==> src/rtl/alu_pkg.sv <==
// ============================================================================
// Module   : alu_pkg
// Brief    : Shared flag indices and entry types for the ALU result path.
// Revision : 1.0
// ============================================================================
`default_nettype none

package alu_pkg;

  localparam int FLAG_Z = 0;
  localparam int FLAG_N = 1;
  localparam int FLAG_C = 2;
  localparam int FLAG_V = 3;

  localparam int ALU_BUS = 8;

  typedef logic [3:0] alu_flags_t;

  typedef struct packed {
    alu_flags_t           flags;
    logic [ALU_BUS-1:0]   result;
  } alu_entry_t;

endpackage

`default_nettype wire

==> src/rtl/alu_sticky_reg.sv <==
// ============================================================================
// Module   : alu_sticky_reg
// Brief    : Sticky OR of accepted ALU flags; a clear colliding with a push
//            keeps the pushed flags.
// Revision : 1.0
// ============================================================================
`default_nettype none

module alu_sticky_reg
  import alu_pkg::*;
(
  input  logic       clk_i,
  input  logic       rst_i,
  input  logic       clr_i,
  input  logic       push_i,
  input  alu_flags_t flags_i,
  output alu_flags_t sticky_o
);

  alu_flags_t r_sticky;

  always_ff @(posedge clk_i or posedge rst_i) begin
    if (rst_i) begin
      r_sticky <= '0;
    end else if (clr_i && push_i) begin
      r_sticky <= flags_i;
    end else if (clr_i) begin
      r_sticky <= '0;
    end else if (push_i) begin
      r_sticky <= r_sticky | flags_i;
    end
  end

  assign sticky_o = r_sticky;

endmodule

`default_nettype wire

==> src/rtl/alu_result_fifo.sv <==
// ============================================================================
// Module   : alu_result_fifo
// Brief    : First-word-fall-through FIFO of ALU results and flags with a
//            valid/ready interface and a sticky flag summary.
// Options  : ALU_RESULT_FIFO_OVF_EN adds ovf_o / drop_cnt_o overflow reporting.
// Revision : 1.0
// ============================================================================
`default_nettype none

module alu_result_fifo
  import alu_pkg::*;
#(
  parameter  int BUS   = 8,
  parameter  int DEPTH = 4,
  localparam int CNT_W = $clog2(DEPTH + 1)
) (
  input  logic             clk_i,
  input  logic             rst_i,
  input  logic             valid_i,
  output logic             ready_o,
  input  logic [BUS-1:0]   result_i,
  input  alu_flags_t       flags_i,
  output logic             valid_o,
  input  logic             ready_i,
  output logic [BUS-1:0]   result_o,
  output alu_flags_t       flags_o,
  output logic [CNT_W-1:0] count_o,
  input  logic             sticky_clr_i,
  output alu_flags_t       sticky_flags_o
`ifdef ALU_RESULT_FIFO_OVF_EN
  ,
  output logic             ovf_o,
  output logic [7:0]       drop_cnt_o
`endif
);

  localparam int C_PTR_W = $clog2(DEPTH);

  typedef struct packed {
    alu_flags_t     flags;
    logic [BUS-1:0] result;
  } entry_t;

  entry_t               r_mem [DEPTH];
  logic [C_PTR_W-1:0]   r_wr_ptr;
  logic [C_PTR_W-1:0]   r_rd_ptr;
  logic [CNT_W-1:0]     r_count;

  logic w_ready;
  logic w_valid;
  logic w_push;
  logic w_pop;

  // Handshake flags come only from the registered count, so ready_o never
  // depends combinationally on ready_i.
  assign w_ready = (r_count != CNT_W'(DEPTH));
  assign w_valid = (r_count != '0);
  assign w_push  = valid_i & w_ready;
  assign w_pop   = w_valid & ready_i;

  always_ff @(posedge clk_i or posedge rst_i) begin
    if (rst_i) begin
      for (int i = 0; i < DEPTH; i++) begin
        r_mem[i] <= '0;
      end
      r_wr_ptr <= '0;
      r_rd_ptr <= '0;
      r_count  <= '0;
    end else begin
      if (w_push) begin
        r_mem[r_wr_ptr] <= '{flags: flags_i, result: result_i};
        r_wr_ptr        <= r_wr_ptr + C_PTR_W'(1);
      end
      if (w_pop) begin
        r_rd_ptr <= r_rd_ptr + C_PTR_W'(1);
      end
      if (w_push && !w_pop) begin
        r_count <= r_count + CNT_W'(1);
      end else if (w_pop && !w_push) begin
        r_count <= r_count - CNT_W'(1);
      end
    end
  end

  assign ready_o  = w_ready;
  assign valid_o  = w_valid;
  assign result_o = r_mem[r_rd_ptr].result;
  assign flags_o  = r_mem[r_rd_ptr].flags;
  assign count_o  = r_count;

  alu_sticky_reg u_sticky (
    .clk_i    (clk_i),
    .rst_i    (rst_i),
    .clr_i    (sticky_clr_i),
    .push_i   (w_push),
    .flags_i  (flags_i),
    .sticky_o (sticky_flags_o)
  );

`ifdef ALU_RESULT_FIFO_OVF_EN
  logic       r_ovf;
  logic [7:0] r_drop_cnt;
  logic       w_drop;

  assign w_drop = valid_i & ~w_ready;

  always_ff @(posedge clk_i or posedge rst_i) begin
    if (rst_i) begin
      r_ovf      <= 1'b0;
      r_drop_cnt <= '0;
    end else begin
      r_ovf <= w_drop;
      if (sticky_clr_i) begin
        r_drop_cnt <= '0;
      end else if (w_drop && (r_drop_cnt != 8'hFF)) begin
        r_drop_cnt <= r_drop_cnt + 8'd1;
      end
    end
  end

  assign ovf_o      = r_ovf;
  assign drop_cnt_o = r_drop_cnt;
`endif

endmodule

`default_nettype wire

==> config.mk <==
export PLATFORM = sky130hd
export DESIGN_NAME = alu_result_fifo
export DESIGN_NICKNAME = d
export VERILOG_FILES = /design/src/rtl/alu_pkg.sv /design/src/rtl/alu_sticky_reg.sv /design/src/rtl/alu_result_fifo.sv
export SDC_FILE = /design/constraint.sdc
export NUM_CORES = 1
export LEC_CHECK = 0
export ABC_AREA = 1
export BUFFER_PORTS_ARGS = -buffer_cell sky130_fd_sc_hd__buf_2
export CAP_MARGIN = 20
export CELL_PAD_IN_SITES_DETAIL_PLACEMENT = 0
export CELL_PAD_IN_SITES_GLOBAL_PLACEMENT = 1
export CORE_UTILIZATION = 48
export CTS_BUF_LIST = sky130_fd_sc_hd__clkbuf_4
export DETAILED_ROUTE_END_ITERATION = 10
export PLACE_DENSITY_LB_ADDON = 0.2
export SYNTH_ARGS = -nofsm -noshare
export SYNTH_HDL_FRONTEND = slang
export SYNTH_SLANG_ARGS = --single-unit
export TNS_END_PERCENT = 1
==> constraint.sdc <==
create_clock -name clk_i -period 2.8 [get_ports clk_i]
set_input_delay 0.56 -clock clk_i [delete_from_list [all_inputs] [get_ports clk_i]]
set_output_delay 0.56 -clock clk_i [all_outputs]
set_load 0.01 [all_outputs]
==> summary.txt <==
Run status
  • Status: completed

Synth
  • Seq/Total Area, Yosys: 0.4852
  • Count leader, synth: nand2_1
  • Main area contributors after synthesis: dfrtp_1 49%, nand2_1 16%, nand4_1 10%
  • Post-synthesis register bit count: 59
  • Ys async rst share: 1.000
  • Share of the synthesized area in the top cell type: 0.4852
  • Area leader, netlist: dfrtp_1
  • Syn avg cell area: 8.360 µm²
  • Post-Synthesis Cell Area: 0.003043 mm²
  • Cells after synthesis: 364
  • Post-synth EDFFs: 0
  • List of most frequent post-synthesis cells: 129 x nand2_1, 59 x dfrtp_1, 49 x nand4_1
  • Yosys warns: 0
  • Post-synthesis net count: 387
  • Netlist cell types: 21
  • Synth Flop Type: dfrtp_1

Worst setup path
  • Crit Path Max Fanout: 15
  • CP endpoint kind: primary output
  • Reg2Reg Depth: 11
  • Crit path DAT: 1.77 ns
  • Worst EP required: 2.24 ns
  • Critical setup path kind: flip-flop to primary output
  • CP Launch Type: flip-flop

Floorplanning
  • # IOs: 38
  • Core Footprint: 0.006026 mm²
  • Die Footprint: 0.006662 mm²
  • # rows: 28
  • Die width: 81.62 µm
  • Initial Util: 0.5050
  • Die Y: 81.62 µm

Global route
  • GRT Overall Usage: 0.2571
  • Vias in the first global route: 2552
  • First-pass GRT wire length: 12590 µm
  • Largest net degree at the start of global routing: 56
  • GR Overflow Total: 0
  • Initial antenna violation count: 0

Clock tree
  • H-tree lvl count: 3
  • Cts bufs inserted: 9
  • Clock Latency Late Sink: 0.38 ns
  • CTS root buffer: clkbuf_4
  • CTS tree: done
  • Clk sinks: 59
  • Hold-fix buffers, CTS: 0
  • Clock Pin Slew Worst Setup and Hold Paths: 0.10 ns
  • # resized after CTS: 0
  • Post-CTS Setup Bufs: 0
  • CTS max path bufs: 2

Final layout
  • Sequential Area: 0.001476 mm²
  • # diodes: 0
  • Layout cells sized above 1: 0.1759
  • Multi-input gate area: 0.001325 mm²
  • Filler cells: 602
  • Nets@finish: 417
  • Area growth syn-to-layout: 7.895%
  • Final core occ: 0.5449

Route
  • Drt via density: 5.446
  • Routed wire length: 7416 µm
  • # DRC: 0
  • Wirelength per Cell: 15.68 µm
  • Routed Antenna Nets: 0
  • Drt first pass iters: 4
  • Via Count: 2576
  • Starting DRT DRC Count: 184

Placement
  • Global placement routability congestion: 0.7604
  • DP HPWL: 4476 µm
  • Input/output buffers: 37

STA
  • Rel. slew slack: 0.5592
  • Final min period: 2.332 ns
  • Final hold viol count: 0
  • Setup Skew: 0.006227 ns
  • Unrepaired setup endpoints after global routing: false
  • Setup-failing EPs final: 0
  • Final period util: 0.8327
  • Max-slew violation count: 0
  • Worst Tran Pin Value: 0.6603 ns
  • Achievable frequency: 428.9 MHz
  • Setup_tns: 0 ns

Pwr
  • Leakage power: 1.725 nW
  • Worst VDD drop: 0.6323 mV
  • Pwr/cell area: 1151 mW/mm²

Flow run
  • Number of max-cap violations: 0

Worst hold path
  • Worst min-delay path category: primary input to async pin
## cells by family (layout without fill, tap and decap cells)
family / after synthesis / count (layout) / synth area share
and+or+nand+nor: 225 / 225 / 0.3462
DFF: 59 / 59 / 0.4852
adders and majority gates: 6 / 6 / 0.02714
buffers and inverters: 37 / 71 / 0.07935
AOI/OAI and AO/OA: 36 / 36 / 0.05921
xor gates and xnor gates: 1 / 1 / 0.002879
## cell type report
class,count,area share
inverters,11,0.01258
well taps,75,0.02858
clock inverters,4,0.005716
multi-input cells,268,0.4036
repair buffers,45,0.07470
clock buffers,11,0.02515
flip-flops and latches,59,0.4497
## worst paths after layout
| check | to | slack [ns] | start |
|---|---|---|---|
| min in group clk_i | r_rd_ptr[1] | 0.45 | ready_i |
| min | r_mem[17] | 0.26 | rst_i |
| max in group asynchronous | r_mem[15] | 1.83 | rst_i |
| max reg2reg | count_o[2] | 0.67 | count_o[0] |
| max | result_o[7] | 0.47 | r_rd_ptr[0] |
| min reg2reg | r_mem[0] | 0.47 | r_mem[0] |
## cell usage in the layout, fill, tap and decap left out, types with 3 or more instances in the layout
master | netlist | routed
buf_2 | 9 | 37
buf_4 | 2 | 8
clkbuf_4 | 0 | 11
clkinv_2 | 0 | 3
dfrtp_1 | 59 | 59
ha_1 | 5 | 5
inv_1 | 8 | 7
inv_2 | 3 | 4
nand2_1 | 129 | 129
nand3_1 | 4 | 4
nand3_4 | 4 | 4
nand4_1 | 49 | 49
nor2_1 | 36 | 36
o21ai_0 | 26 | 26
o21ai_1 | 10 | 10
## worst max-delay path, cell delays in order (launching register included)
cell     delay (ns)
dfrtp_1        0.62
buf_4          0.30
nor2_1         0.07
nor2_1         0.08
o21ai_0        0.08
o21ai_1        0.10
buf_2          0.15
## per-stage QoR
step	area, µm²	instances	hold slack (ns)	total power, W	setup WS [ns]
6_report	3283	473	0.2630	0.003780	0.4684
5_1_grt	3283	473	0.2946	0.004154	0.2259
4_1_cts	3283	473	0.2714	0.003817	0.4440
3_5_place_dp	3182	458	0.4535	0.003321	0.6807
3_3_place_gp	3182	458	0.4509	0.003295	0.6998
2_1_floorplan	3043	364	0.4366	0.002822	0.7837
## where the power goes
part / leakage, nW / switching [W] / internal, W / total [W]
combinational: 0.925 / 0.00116 / 0.000636 / 0.00179
clock: 0.0639 / 0.000300 / 0.000191 / 0.000491
sequential: 0.737 / 0.000265 / 0.00123 / 0.00150
## routing by layer
layer,track usage,share of wire,wire [µm]
met4,0.09649,0.0097,72
met2,0.4383,0.48,3571
met1,0.3312,0.46,3395
met3,0.03556,0.051,376
met5,0,0,0
## state kept, by name (all words and copies together), names as in the netlist
name / cells
r_wr_ptr: 2
r_rd_ptr: 2
r_mem: 48
u_sticky.sticky_o: 4
count_o: 3
Power figures use the tool's default switching activity.
